--- config.mk ---
export PLATFORM = sky130hd
export DESIGN_NAME = serial_adder
export DESIGN_NICKNAME = d
export VERILOG_FILES = /design/src/rtl/serial_adder.sv
export SDC_FILE = /design/constraint.sdc
export NUM_CORES = 1
export LEC_CHECK = 0
export CORE_AREA = 4 4 71 73
export CTS_BUF_LIST = sky130_fd_sc_hd__clkbuf_16
export CTS_CLUSTER_DIAMETER = 50
export DETAILED_ROUTE_END_ITERATION = 8
export DIE_AREA = 0 0 75 77
export PLACE_DENSITY_LB_ADDON = 0.2
export RECOVER_POWER = 25
export SETUP_SLACK_MARGIN = 0.1
export SLEW_MARGIN = 5
export SYNTH_ARGS = -nofsm -noshare
export SYNTH_HDL_FRONTEND = slang
export SYNTH_SLANG_ARGS = --single-unit
--- constraint.sdc ---
create_clock -name clk -period 2.3 [get_ports clk]
set_input_delay 0.345 -clock clk [delete_from_list [all_inputs] [get_ports clk]]
set_output_delay 0.345 -clock clk [all_outputs]
set_load 0.02 [all_outputs]
--- src/rtl/serial_adder.sv ---
// Multi-cycle adder: DIGIT bits per clock, LSB first, registered inter-digit carry.
// Optional two's-complement overflow output enabled by defining SERIAL_ADDER_OVF_EN.
module serial_adder #(
   parameter int unsigned WIDTH = 8,
   parameter int unsigned DIGIT = 1
) (
   input  logic             clk,
   input  logic             rst_n,
   input  logic             in_valid,
   output logic             in_ready,
   input  logic [WIDTH-1:0] a,
   input  logic [WIDTH-1:0] b,
   input  logic             cin,
   output logic             out_valid,
   input  logic             out_ready,
   output logic [WIDTH-1:0] sum,
   output logic             cout
`ifdef SERIAL_ADDER_OVF_EN
   ,
   output logic             ovf
`endif
);

   localparam int unsigned NDIG = WIDTH / DIGIT;
   localparam int unsigned CW   = (NDIG > 1) ? $clog2(NDIG) : 1;

   generate
      if (WIDTH < 1 || DIGIT < 1 || (WIDTH % DIGIT) != 0) begin : g_bad_cfg
         $error("serial_adder: DIGIT must be nonzero and divide WIDTH");
      end
   endgenerate

   typedef enum logic [1:0] {StIdle, StRun, StDone} state_e;

   state_e           state_q, state_d;
   logic [WIDTH-1:0] a_q, a_d, b_q, b_d, sum_q, sum_d;
   logic [CW-1:0]    cnt_q, cnt_d;
   logic             carry_q, carry_d, cout_q, cout_d;
   logic [DIGIT-1:0] a_sl, b_sl;
   logic [DIGIT:0]   dsum;
   int unsigned      base;
`ifdef SERIAL_ADDER_OVF_EN
   logic             ovf_q, ovf_d;
`endif

   always_comb begin
      state_d = state_q;
      a_d     = a_q;
      b_d     = b_q;
      sum_d   = sum_q;
      cnt_d   = cnt_q;
      carry_d = carry_q;
      cout_d  = cout_q;
`ifdef SERIAL_ADDER_OVF_EN
      ovf_d   = ovf_q;
`endif
      base = 32'(cnt_q) * DIGIT;
      a_sl = a_q[base +: DIGIT];
      b_sl = b_q[base +: DIGIT];
      dsum = {1'b0, a_sl} + {1'b0, b_sl} + {{DIGIT{1'b0}}, carry_q};

      unique case (state_q)
         StIdle: begin
            if (in_valid) begin
               a_d     = a;
               b_d     = b;
               carry_d = cin;
               sum_d   = '0;
               cout_d  = 1'b0;
               cnt_d   = '0;
`ifdef SERIAL_ADDER_OVF_EN
               ovf_d   = 1'b0;
`endif
               state_d = StRun;
            end
         end
         StRun: begin
            sum_d[base +: DIGIT] = dsum[DIGIT-1:0];
            carry_d              = dsum[DIGIT];
            if (cnt_q == CW'(NDIG - 1)) begin
               cout_d  = dsum[DIGIT];
               cnt_d   = '0;
`ifdef SERIAL_ADDER_OVF_EN
               // a^b^sum at the MSB recovers the carry into it
               ovf_d   = a_q[WIDTH-1] ^ b_q[WIDTH-1] ^ dsum[DIGIT-1] ^ dsum[DIGIT];
`endif
               state_d = StDone;
            end else begin
               cnt_d = cnt_q + CW'(1);
            end
         end
         StDone: begin
            if (out_ready) state_d = StIdle;
         end
         default: state_d = StIdle;
      endcase
   end

   always_ff @(posedge clk or negedge rst_n) begin
      if (!rst_n) begin
         state_q <= StIdle;
         a_q     <= '0;
         b_q     <= '0;
         sum_q   <= '0;
         cnt_q   <= '0;
         carry_q <= 1'b0;
         cout_q  <= 1'b0;
`ifdef SERIAL_ADDER_OVF_EN
         ovf_q   <= 1'b0;
`endif
      end else begin
         state_q <= state_d;
         a_q     <= a_d;
         b_q     <= b_d;
         sum_q   <= sum_d;
         cnt_q   <= cnt_d;
         carry_q <= carry_d;
         cout_q  <= cout_d;
`ifdef SERIAL_ADDER_OVF_EN
         ovf_q   <= ovf_d;
`endif
      end
   end

   assign in_ready  = (state_q == StIdle);
   assign out_valid = (state_q == StDone);
   assign sum       = sum_q;
   assign cout      = cout_q;
`ifdef SERIAL_ADDER_OVF_EN
   assign ovf       = ovf_q;
`endif

endmodule

* Word level (Yosys, flattened, before mapping)
Cells that the tools add are included.
Widths: inputs -> output; s select.
** Storage, ports and cells
- Bits in registers :: 31
- Latch bits :: 0
- Bits in writable memories :: 0
- ROM bits :: 0
- Input bits :: 21
- Memories :: 0
** Operators by class
- $add $sub $neg :: 4
- $mul :: 0
- Div/mod/pow operators :: 0
- $lt $le $gt $ge :: 0
- Eq/ne operators :: 6
- Shift operators :: 4
- Mux-type cells :: 15
- Bitwise operators :: 0
- Reduce and logical (&&, ||, !) cells :: 6
** Operators with widths (number)
- $neg 3->34 :: 1
- $shift 1x34->8 const A :: 1
- $shiftx 1x34->8 :: 1
- $pmux 8 s2 :: 1
- $shiftx 8x4->1 :: 2
- $bwmux 8 :: 1
- $mux 8 :: 1
- $mux 2 :: 3
- $mux 3 :: 2
- $pmux 2 s3 :: 1
- $pmux 3 s2 :: 1
- $reduce_and 3->1 :: 2
- $ne 2x2->1 const B :: 2
- $pmux 1 s2 :: 2
- $reduce_and 2->1 :: 2
- $add 3x1->3 const B :: 1
- $eq 3x3->1 const B :: 1
- $mux 1 :: 3
- $add 1x1->2 :: 1
- $add 2x1->2 :: 1
- $eq 2x1->1 const B :: 1
- $eq 2x2->1 const B :: 1
- $logic_not 2->1 :: 1
- $ne 2x1->1 const B :: 1
- $reduce_bool 2->1 :: 1

* Depth between registers and ports, before layout
Gate-level depths: netlist of the first run.
- Depth after elaboration :: 6
- Depth in mapped cells :: 7
- Mapped depth without buffers :: 6

* Worst setup path before layout of the first run
No wires, ideal clock.
- Kind :: flip-flop to flip-flop
- From :: reg cnt_q[0]
- To :: reg sum_q[1] (netlist: sum[1])
- Arrival :: 2.006 ns
- Required time :: 2.221 ns
- Setup slack :: 0.215 ns
- Cell stages (with the launch flop) :: 8
- Buffers on the path :: 1
- Clock period less this slack :: 2.085 ns
- Path through :: dfrtp_1 -> buf_4 -> mux4_2 -> mux2i_1 -> fa_1 -> nor2_1 -> nand2_1 -> mux2i_1
** Between the ends
- Longest elaborated chain between the ends :: 6
- Elaborated cells on any way between the ends :: 9
- Those cells by class :: add/sub (3); shift (4); mux (2)
** Ends and longest elaborated chain
- from (decl) :: RTL line 37 : logic [CW-1:0] cnt_q, cnt_d;
- from (signal assigned) :: RTL line 116 : cnt_q <= cnt_d;
- $shiftx 8x4->1, on equally long branches :: RTL line 58, 59
- $add 1x1->2 :: RTL line 60 : dsum = {1'b0, a_sl} + {1'b0, b_sl} + {{DIGIT{1'b0}}, carry_q};
- $add 2x1->2 :: RTL line 60
- $shiftx 1x34->8 :: RTL line 78 : sum_d[base +: DIGIT] = dsum[DIGIT-1:0];
- $bwmux 8 * :: RTL line 78
- $pmux 8 s2 * :: RTL line 62 : unique case (state_q)
- to (signal assigned) :: RTL line 115 : sum_q <= sum_d;
- to (decl) :: RTL line 36 : logic [WIDTH-1:0] a_q, a_d, b_q, b_d, sum_q, sum_d;
Mark *: on every way between the ends. The rest lies on a longest branch, timed or not.
A chain may end at the register's enable or synchronous reset.

* Final worst setup path of the first run
- From :: reg cnt_q[0]
- To :: reg sum_q[6] (netlist: sum[6])
The elaborated chain is that of the path after synthesis.

==> results, run 1 <==
- The pin count of the biggest net entering global routing is 32.
- Clock-pin slew was measured on the worst setup and hold paths at 50 ps.
- The net count of the finished layout is 222.
- The worst hold path passes through 2 cells.
- The number of global-route vias before repair is 1258.
- The die is 75 um wide.
- The floorplan step defined a die boundary enclosing 0.00578 mm2.
- The routed via count is 1213.
- The first detailed-routing pass took 4 iterations.
- Global routing finished with a remaining overflow of 0.
- The global-route wire length before repair is 5660 um.
- In this run the critical register-to-register path is launched from cnt_q[0].
- The maximum clock rate is 482 MHz.
- Headroom to the max-slew limit came out at 49.0%.
- The leakage power summed over all cells is 1.00 nW.
- The max-slew violation count was 0.
- The worst min-delay path class is reg -> reg.
- For this run, the register share of the synthesized area comes to 48.3%.
- The number of antenna violations at the first check in global routing came to 0.
- The transition at the pin with the smallest max-transition slack is 765 ps.
- The synthesis-to-layout area growth is 30.4%.
- Summing the areas of all compound-gate instances in the mapped netlist gives 4.83% of the synthesized area.
- The site row count is 24.
- Dividing the detail-routed via count by the number of cells gives 4.89.
- The arrival time at the worst endpoint is 2270 ps.
- Counting every sink on the clock net gives 31.
- The core area is 0.00435 mm2.
- The H-tree was split into 2 levels.
- The endpoint identified for the worst register-to-register timing path is sum[6].
- The max-cap violation count is 0.
- In this run the most critical hold path is launched from a_q[6].
- The worst endpoint required time is 2490 ps.
- The worst register-to-register path has a depth of 6.
- Summing the areas of all fa, ha and maj instances in the mapped netlist gives 4.36% of the synthesized area.
- Setup repair after global routing could not meet its margin everywhere.
- In the final timing run, aggregate negative setup slack is 0 ps.
- At the later pin of the worst-skew pair, clock insertion delay measures 270 ps.
- OpenSTA, run right after detailed placement, puts the worst setup slack at 38.7 ps.
- After detailed routing, the average wire length per cell comes to 13.5 um.
- Of the post-synthesis cell area, the part taken by muxes is 12.5%.
- Of the total synthesized cell area, the portion taken by XOR and XNOR cells is 0%.
- The largest driver fanout on the critical path is 6.
- The slack of the critical path is 225 ps.
- Measured on the finished design, the core utilization comes to 48.1%.
- The cell count after synthesis came out at 161.
- 32 I/O pins were placed.
- The antenna diode instance count is 0.
- The number of DRC violations after detailed-routing iteration 0 is 62.
- The dominant combinational cell family by area after synthesis is simple AND/OR/NAND/NOR gates.
- Counting flops and latches in the post-synthesis netlist gives 31.
- The clock passes through at most 2 buffers.
- After detailed placement, the design holds a cell count of 240.
- Dividing total power by cell area gives a power density of 1420 mW/mm2.
- The number of hold violations in the final report is 0.
- The share of the clock period used by the worst path is 90.2%.
- The final HPWL from detailed placement is 2500 um.
- The count of cell types in the netlist is 30.
- The CTS buffer count is 5.
- The number of setup violations in the final report is 0.
- The final RePlAce weighted congestion is 0.792.
- The cell with the largest stage delay on the worst path is mux4_2.
- Counting the fill cells in the layout gives 390.
- Across every metal layer, demand over resource in global routing totals 13.0%.
- The maximum cell stage delay along the critical path is 530 ps.
- The capture endpoint of the worst hold path is a_q[6].
- The post-layout instance count excluding filler cells is 248.
- After layout, the design draws a total of 0.00298 W.
- The synthesized area per cell is 9.98 um2.
- The worst setup path is captured at a flop.
- Once the floorplan was initialized, standard cells occupied 36.9% of the core.
- The most common library cell in the layout ignoring fill and taps is nand2_1.
- The flow ran to the end, and the final reports show no timing, DRC or antenna violations.
- The die boundary height is 77 um.
- The post-synthesis share of cell area spent on and, or, nand and nor gates is 24.5%.
- The signal on the critical path passes through mux4_2 > mux2i_2 > fa_1 > nor2_2 > nand2_1 > mux2i_1.
- The final critical path time including I/O delays and setup is 2070 ps.
- The total wire length is 3350 um.
- The setup path with the least slack is of type reg -> reg.
- In the final layout, flip-flops and latches occupy 777 um2.
- For this run, the number of Yosys warnings is 0.
- The number of nets in the synthesized netlist is 187.
- The worst setup path is launched from a flop.
- In the final layout, the multi-input gates occupy 751 um2.
- The number of design rule violations left after detail routing is 0.
- The setup check on the worst reg-to-reg path leaves a slack of 230 ps.
- Once detail routing completed, the nets flagged for antenna violations numbered 0.
- The root buffer cell is clkbuf_16.
- Cells with a size suffix above 1 make up 11.2% of the layout.
- Port buffering added 31 buffers.
- The post-synth design cell area is 0.00161 mm2.
- On the final layout, the worst clock skew is 5.08 ps.
- Leaving out fill and tap cells, the most frequent cells in the layout are nand2_1 (61), dfrtp_1 (30), clkdlybuf4s50_1 (30).
- The CTS tree is yes.
- The worst ir drop on vdd is 569 uV.
## flip-flops by register name (all words and copies together), names as in the netlist
register,flops
cout,1
state_q,2
a_q,8
cnt_q,3
sum,8
carry_q,1
b_q,8
## per-layer routing
metal / vias to the layer above / part of all wire, % / global-route usage, %
li1: 601 / - / -
met1: 578 / 43 / 15.6
met2: 29 / 50 / 20.9
met3: 5 / 5.3 / 4.58
met4: 0 / 1.9 / 5.34
met5: - / 0 / 0
## repair_timing
item                                    in CTS  in global routing
buffers inserted                             0                  1
gates resized for setup                      1                  3
pin swaps                                    0                  3
endpoints found under the setup margin       7                  7
hold buffers                                 0                  0
## layout make-up
class,count,share of cell area [%]
repair buffers,36,16.5
inverters,6,1.08
clock buffers,5,5.97
clock inverters,2,0.418
well taps,52,3.11
multi-input cells,116,35.8
flip-flops and latches,31,37.1
## through the flow
| stage | instance area [um2] | hold slack (ps) |
|---|---|---|
| detailed placement | 1950 | 466 |
| global route | 2090 | 493 |
| global placement | 1950 | 464 |
| CTS | 2080 | 481 |
| floorplan | 1610 | 49.4 |
| finish | 2090 | 479 |
## synthesized netlist by cell type
master	count	share of area (%)
nand2_1	62	14
dfrtp_1	31	48
mux2i_1	11	6.9
nor2_1	7	1.6
inv_1	6	1.4
ha_1	4	3.1
mux4_2	4	5.6
nor2b_1	4	1.6
nand4b_1	3	1.6
o31ai_1	3	1.4
a22o_1	2	1.1
buf_2	2	0.62
buf_4	2	0.93
buf_6	2	1.4
nand2b_1	2	0.78
nand3_1	2	0.62
a2bb2oi_1	1	0.55
a31oi_1	1	0.39
a32o_1	1	0.62
and2_1	1	0.39
and2b_2	1	0.55
and4bb_2	1	0.78
buf_8	1	0.93
clkbuf_1	1	0.23
fa_1	1	1.2
nand4_1	1	0.39
nor3b_4	1	1.2
o21ai_0	1	0.31
o21bai_1	1	0.47
or3b_1	1	0.55
## logic make-up (layout without fill, tap and decap cells)
logic type / count (synthesis) / in the layout
buffers and inverters: 14 / 49
AO/OA/AOI/OAI: 10 / 10
adder cells (fa/ha/maj): 5 / 5
multiplexers: 15 / 15
flip-flops: 31 / 31
AND/OR/NAND/NOR: 86 / 86
## critical path: cells and delay by family, from the launching register on
| family | cells | cell delay, ps |
|---|---|---|
| fa+ha+maj | 1 | 450 |
| flops | 1 | 450 |
| mux | 3 | 850 |
| simple gates | 2 | 230 |
## where the power goes
group	total (W)	internal [W]	switching (W)
registers	0.000976	0.000779	0.000197
clock network	0.000598	0.000387	0.000212
logic	0.00141	0.000721	0.000689
total	0.00298	0.00189	0.00110
## worst max path at each step
stage,end,cells past startpoint,start,slack [ps]
final,sum[6],6,cnt_q[0],230
after global routing,sum[3],6,cnt_q[0],40
after CTS,sum[3],6,cnt_q[0],110
after detailed placement,sum[3],6,cnt_q[0],40
after global placement,sum[1],6,cnt_q[0],140
after floorplan,sum[1],7,cnt_q[0],210
No activity file was read; power rests on OpenSTA's default activity.
==> run 2: changes to the inputs <==
--- a/config.mk
+++ b/config.mk
@@ -5,11 +5,11 @@
 export SDC_FILE = /design/constraint.sdc
 export NUM_CORES = 1
 export LEC_CHECK = 0
-export CORE_AREA = 4 4 71 73
+export CORE_AREA = 2 2 69 71
 export CTS_BUF_LIST = sky130_fd_sc_hd__clkbuf_16
 export CTS_CLUSTER_DIAMETER = 50
 export DETAILED_ROUTE_END_ITERATION = 8
-export DIE_AREA = 0 0 75 77
+export DIE_AREA = 0 0 71 73
 export PLACE_DENSITY_LB_ADDON = 0.2
 export RECOVER_POWER = 25
 export SETUP_SLACK_MARGIN = 0.1
==> results, run 2 (same netlist as run 1, synthesis figures left out) <==
- The number of design rule violations left after detail routing is 0.
- After the flow finishes, the layout carries non-filler instances totaling 250.
- The die boundary height is 73 um.
- CTS saw 31 sinks.
- The total wire length is 3190 um.
- The final critical path time including I/O delays and setup is 2110 ps.
- The max-slew violation count was 0.
- Dividing total power by cell area gives a power density of 1450 mW/mm2.
- Leaving out fill and tap cells, the most frequent cell in the layout is nand2_1.
- By startpoint and endpoint, the worst setup path is classified as reg -> reg.
- The antenna diode instance count is 0.
- The worst min-delay path class is reg -> reg.
- The initial utilization of the core area, before any placement, comes to 35.4%.
- The placed instance count is 242.
- Global routing finished with a remaining overflow of 0.
- The hold path depth is 2.
- The detailed router placed 1191 vias in this run.
- The number of iterations in the first detailed-routing pass is 4.
- Setup violations remaining at the end of the flow were counted as 0.
- The number of clock buffers added by TritonCTS is 5.
- The met1 track demand over resource is 16.5%.
- The setup check on the worst reg-to-reg path leaves a slack of 190 ps.
- Of the available clock period, the critical path in the final layout requires 91.9%.
- The clock reaches the later pin of the worst-skew pair after 270 ps.
- The worst setup path endpoint is sum[3].
- The global routing stage identified its most utilized layer as met2.
- Clock-pin slew was measured on the worst setup and hold paths at 50 ps.
- Cells with a size suffix above 1 make up 12.2% of the layout.
- Measured in cells, the most critical reg-to-reg path has a length of 6.
- In the layout the commonest cells are nand2_1 (60), dfrtp_1 (30), clkdlybuf4s50_1 (30).
- The overall track demand over capacity in global routing is 13.7%.
- The congestion estimate from routability-driven global placement came to 0.823.
- Of all nets on the critical path, the largest fanout is 6.
- From synthesis to final layout, the design area changed by 31.5%.
- The critical path launch point type is a flop.
- The global-route wire length before repair is 5420 um.
- The width of the die is 71 um.
- The relative slew slack is 50.6%.
- Clock tree synthesis selected as its root buffer the cell clkbuf_16.
- The CTS tree is yes.
- At the pin with the least slew margin, the transition time is 742 ps.
- Timing would allow up to 473 MHz.
- The floorplan step defined a die boundary enclosing 0.00518 mm2.
- The critical path starts at cnt_q[0].
- Once detail routing completed, the nets flagged for antenna violations numbered 0.
- After floorplanning, the core was divided into 25 placement rows.
- The number of DRC violations after detailed-routing iteration 0 is 55.
- The via count normalized by instance count is 4.76.
- Global routing used 22.4% of the available met2 tracks.
- For this design the static power due to leakage is 0.999 nW.
- No sink is reached through more buffers than the 2 on the longest clock path.
- Across the VDD grid, the largest voltage drop is 527 uV.
- The flow ran to the end, and the final reports show no timing, DRC or antenna violations.
- The worst register-to-register path begins at cnt_q[0].
- The I/O pin total is 32.
- The worst setup path is captured at a flop.
- In this run the number of H-tree levels came out at 2.
- The count of input and output buffers is 31.
- Setup repair after global routing could not meet its margin everywhere.
- Across the run, the number of max-cap violations was 0.
- Buffers inserted to repair hold after CTS numbered 0.
- The arrival time at the worst endpoint is 2310 ps.
- Entering global routing, the biggest net connects 32 pins.
- The final routed wire length divided by cell count is 12.8 um.
- At the end of the flow, the number of nets in the layout was 222.
- The number of global-route vias before repair is 1209.
- The met3 track demand over resource is 4.56%.
- The final HPWL from detailed placement is 2380 um.
- The number of antenna violations at the first check in global routing is 0.
- The clock skew after layout is 4.49 ps.
- The total chip power is 0.00306 W.
- The endpoint of the most critical register-to-register path is sum[3].
- The number of hold violations in the final report came to 0.
- The core region is 0.00454 mm2.
- The worst endpoint required time is 2500 ps.
## run 2: report_power, final
part / total, W / internal, W / leakage (nW) / switching [W]
clock network: 0.000606 / 0.000387 / 0.0671 / 0.000218
registers: 0.000964 / 0.000779 / 0.394 / 0.000185
logic: 0.00149 / 0.000757 / 0.538 / 0.000737
## run 2: area by class of cell
type,count,area [um2]
Clock buffer,5,125
Tap cell,54,67.6
Timing Repair Buffer,36,345
Multi-Input combinational cell,116,766
Fill cell,400,2420
Inverter,6,22.5
Sequential cell,31,777
Clock inverter,2,8.76
## run 2: what timing repair did
item / CTS / global route
pin swaps: 1 / 2
buffers inserted: 1 / 0
setup endpoints to repair: 7 / 7
gates resized for setup: 3 / 4
## run 2: stage by stage
stage	worst slack [ps]	instance area [um2]	hold WS, ps	setup TNS, ps	util [%]
after floorplan	215	1610	49.4	0	-
after global placement	141	1950	463	0	43.0
after detailed placement	-3.46	1950	462	-3.46	43.0
after CTS	110	2100	474	0	46.3
after global routing	27.4	2110	493	0	46.6
final	186	2110	474	0	46.6
## run 2: worst max-delay path: stages (launching register included)
cell	delay [ps]
dfrtp_2	450
mux4_2	530
mux2i_2	190
fa_1	490
nor2_2	150
nand2_2	90
mux2i_1	130
## run 2: how the worst min path moves through the flow
stage,from,endpoint,slack [ps]
detailed placement,b_q[6],b_q[6],460
CTS,b_q[6],b_q[6],470
floorplan,rst_n,a_q[0],50
global placement,a_q[3],a_q[3],460
global route,a_q[6],a_q[6],490
finish,b_q[7],b_q[7],470
## run 2: layer usage
metal	wire length (um)	vias up
met5	0	-
met4	51	0
met3	170	6
met2	1530	32
met1	1440	554
li1	-	599
==> run 3: changes to the inputs <==
--- a/config.mk
+++ b/config.mk
@@ -5,12 +5,13 @@
 export SDC_FILE = /design/constraint.sdc
 export NUM_CORES = 1
 export LEC_CHECK = 0
+export ABC_CLOCK_PERIOD_IN_PS = 2300
 export CORE_AREA = 2 2 69 71
 export CTS_BUF_LIST = sky130_fd_sc_hd__clkbuf_16
 export CTS_CLUSTER_DIAMETER = 50
 export DETAILED_ROUTE_END_ITERATION = 8
 export DIE_AREA = 0 0 71 73
-export PLACE_DENSITY_LB_ADDON = 0.2
+export PLACE_DENSITY = 0.62
 export RECOVER_POWER = 25
 export SETUP_SLACK_MARGIN = 0.1
 export SLEW_MARGIN = 5
==> results, run 3 (same netlist as run 1, synthesis figures left out) <==
- The flow ran to the end, and the final reports show no timing, DRC or antenna violations.
- The antenna violation net count after detailed routing is 0.
- The internal power of the cells totals 0.00188 W.
- The cell with the largest stage delay on the worst path is mux4_2.
- The critical path is of the reg -> reg type.
- The worst ir drop on vdd is 592 uV.
- The largest driver fanout on the critical path is 5.
- Input and output buffers added on the ports amount to 31.
- The worst min-delay path class is reg -> reg.
- STA classifies the critical path endpoint as a flop.
- The count of clock tree sinks is 31.
- The arrival time at the worst endpoint is 2240 ps.
- The relative slew slack is 48.0%.
- For the pin with the worst max-slew slack, the measured transition is 781 ps.
- The number of stages on the worst setup path is 6.
- The worst-skew pair later-pin latency is 270 ps.
- The maximum cell stage delay along the critical path is 520 ps.
- The cts-stage hold buffer count is 0.
- The die covers 0.00518 mm2.
- The number of antenna violations at the first check in global routing was 0.
- The core area is 0.00454 mm2.
- The antenna diode instance count is 0.
- The number of iterations in the first detailed-routing pass is 4.
- TritonCTS created 5 clock buffers.
- The congestion estimate from routability-driven global placement came to 0.807.
- The sequential cells in the finished layout cover a total of 777 um2.
- The die boundary height is 73 um.
- The final HPWL from detailed placement is 2290 um.
- Adding up every negative setup slack in the final design gives 0 ps.
- Dividing the detail-routed via count by the number of cells gives 4.85.
- The width of the die is 71 um.
- The final layout contains routed wiring with a total length of 3200 um.
- The clock slew at the register clock pins of the worst setup and hold paths is 50 ps.
- The maximum number of buffers from clock root to sink is 2.
- The global-route wire length before repair is 5550 um.
- Dividing total power by cell area gives a power density of 1410 mW/mm2.
- In this run, the combinational gates consume 47.7% of the power.
- Of the available clock period, the critical path in the final layout requires 89.3%.
- Detailed routing inserted a total of 1213 vias.
- The net count of the finished layout is 223.
- The multi-input combinational cells in the finished layout cover a total of 751 um2.
- The overall track demand over capacity in global routing is 13.8%.
- The synthesis-to-layout area growth is 30.7%.
- The root buffer cell chosen for the clock tree is clkbuf_16.
- Derived from the worst setup path, the maximum achievable clock frequency is 487 MHz.
- Grouping stages by cell kind, the critical path spends the most delay in multiplexers.
- Summed over all cells, the static leakage comes to 1.01 nW.
- Setup repair after global routing left no endpoint under its margin.
- The analysis attributes to net switching a power of 0.00109 W.
- The effective utilization at floorplan is 35.4%.
- Max-cap violations in this run came to 0.
- The worst setup path startpoint is cnt_q[0].
- In the layout the commonest cells are nand2_1 (61), dfrtp_1 (30), clkdlybuf4s50_1 (30).
- The max-slew violation count is 0.
- The endpoint of the most critical register-to-register path is sum[4].
- The total buffers and inverters traversed by the critical path is 0.
- The final routed wire length divided by cell count is 12.8 um.
- The number of global-route vias before repair was 1193.
- The number of levels in the clock H-tree is 2.
- The share of total power dissipated in the clock network is 19.6%.
- The clock skew after layout is 2.78 ps.
- The minimum setup slack among reg-to-reg paths is 250 ps.
- The critical path launch point type is a flop.
- The pin count of the biggest net entering global routing is 32.
- The detailed router finished its first iteration with 66 violations.
- 32 I/O pins were placed.
- For this run the aggregate overflow at the end of global routing stands at 0.
- The worst path needs 2050 ps of the cycle, external delays included.
- The source of the worst register-to-register timing path is cnt_q[0].
- The library cell used most frequently in the layout, excluding fill and tap cells, is nand2_1.
- The number of design rule violations left after detail routing is 0.
- The worst setup path endpoint is sum[4].
- The worst endpoint required time is 2480 ps.
- The site row count is 25.
- The sequential fraction of design power is 32.7%.
- Counting cells, the worst reg-to-reg path comes to 6.
- Walking the worst path, the cells encountered are mux4_2 > mux2i_2 > fa_1 > nor2_2 > nand2_1 > mux2i_1.
- The number of setup violations in the final report is 0.
- The switching share of power is 36.6%.
- The fraction of final layout cells with drive strength greater than 1 is 11.2%.
- The number of hold violations in the final report came to 0.
- The CTS tree is yes.
- The layout has 431 filler cells.
- The utilization after layout is 46.3%.
[run 3: worst min-delay path by stage]
stage	cells after the start	to	slack, ps	from
5_1_grt	2	a_q[7]	500	a_q[7]
4_1_cts	2	b_q[3]	480	b_q[3]
2_1_floorplan	0	a_q[0]	50	rst_n
6_report	2	b_q[3]	480	b_q[3]
3_5_place_dp	2	b_q[3]	460	b_q[3]
3_3_place_gp	2	a_q[6]	460	a_q[6]
[run 3: power by group through the flow]
stage / clock network (W) / logic [W] / registers, W
detailed placement: 0 / 0.00132 / 0.000978
CTS: 0.000602 / 0.00132 / 0.000976
finish: 0.000583 / 0.00141 / 0.000971
global route: 0.000617 / 0.00158 / 0.00101
floorplan: 0 / 0.000972 / 0.000943
global placement: 0 / 0.00130 / 0.000973
[run 3: cell type report]
cell class	instances	area share, %
multi-input cells	116	35.8
repair buffers	37	16.8
well taps	54	3.22
flip-flops and latches	31	37.0
clock inverters	1	0.179
clock buffers	5	5.96
inverters	6	1.07
[run 3: stage by stage]
stage / total power [W] / cells / area (um2) / worst slack [ps] / hold slack, ps
2_1_floorplan: 0.00191 / 161 / 1610 / 215 / 49.4
3_3_place_gp: 0.00227 / 243 / 1960 / 134 / 463
3_5_place_dp: 0.00230 / 243 / 1960 / 36.7 / 464
4_1_cts: 0.00290 / 249 / 2090 / 131 / 476
5_1_grt: 0.00321 / 250 / 2100 / 113 / 497
6_report: 0.00297 / 250 / 2100 / 246 / 477
[run 3: timing repair]
action / in CTS / in global routing
endpoints found under the setup margin: 5 / 6
resized for setup: 1 / 3
pin swaps: 0 / 2
setup buffers: 0 / 1
[run 3: layer usage]
| metal | global-route usage [%] | wire length [um] |
|---|---|---|
| met4 | 5.45 | 42 |
| met1 | 17.6 | 1490 |
| met3 | 4.01 | 196 |
| met2 | 22.2 | 1470 |
| met5 | 0 | 0 |
[run 3: worst min-delay path, stage by stage (launching register included)]
cell,delay (ps)
dfrtp_1,340
nand2_1,50
nand2_1,50
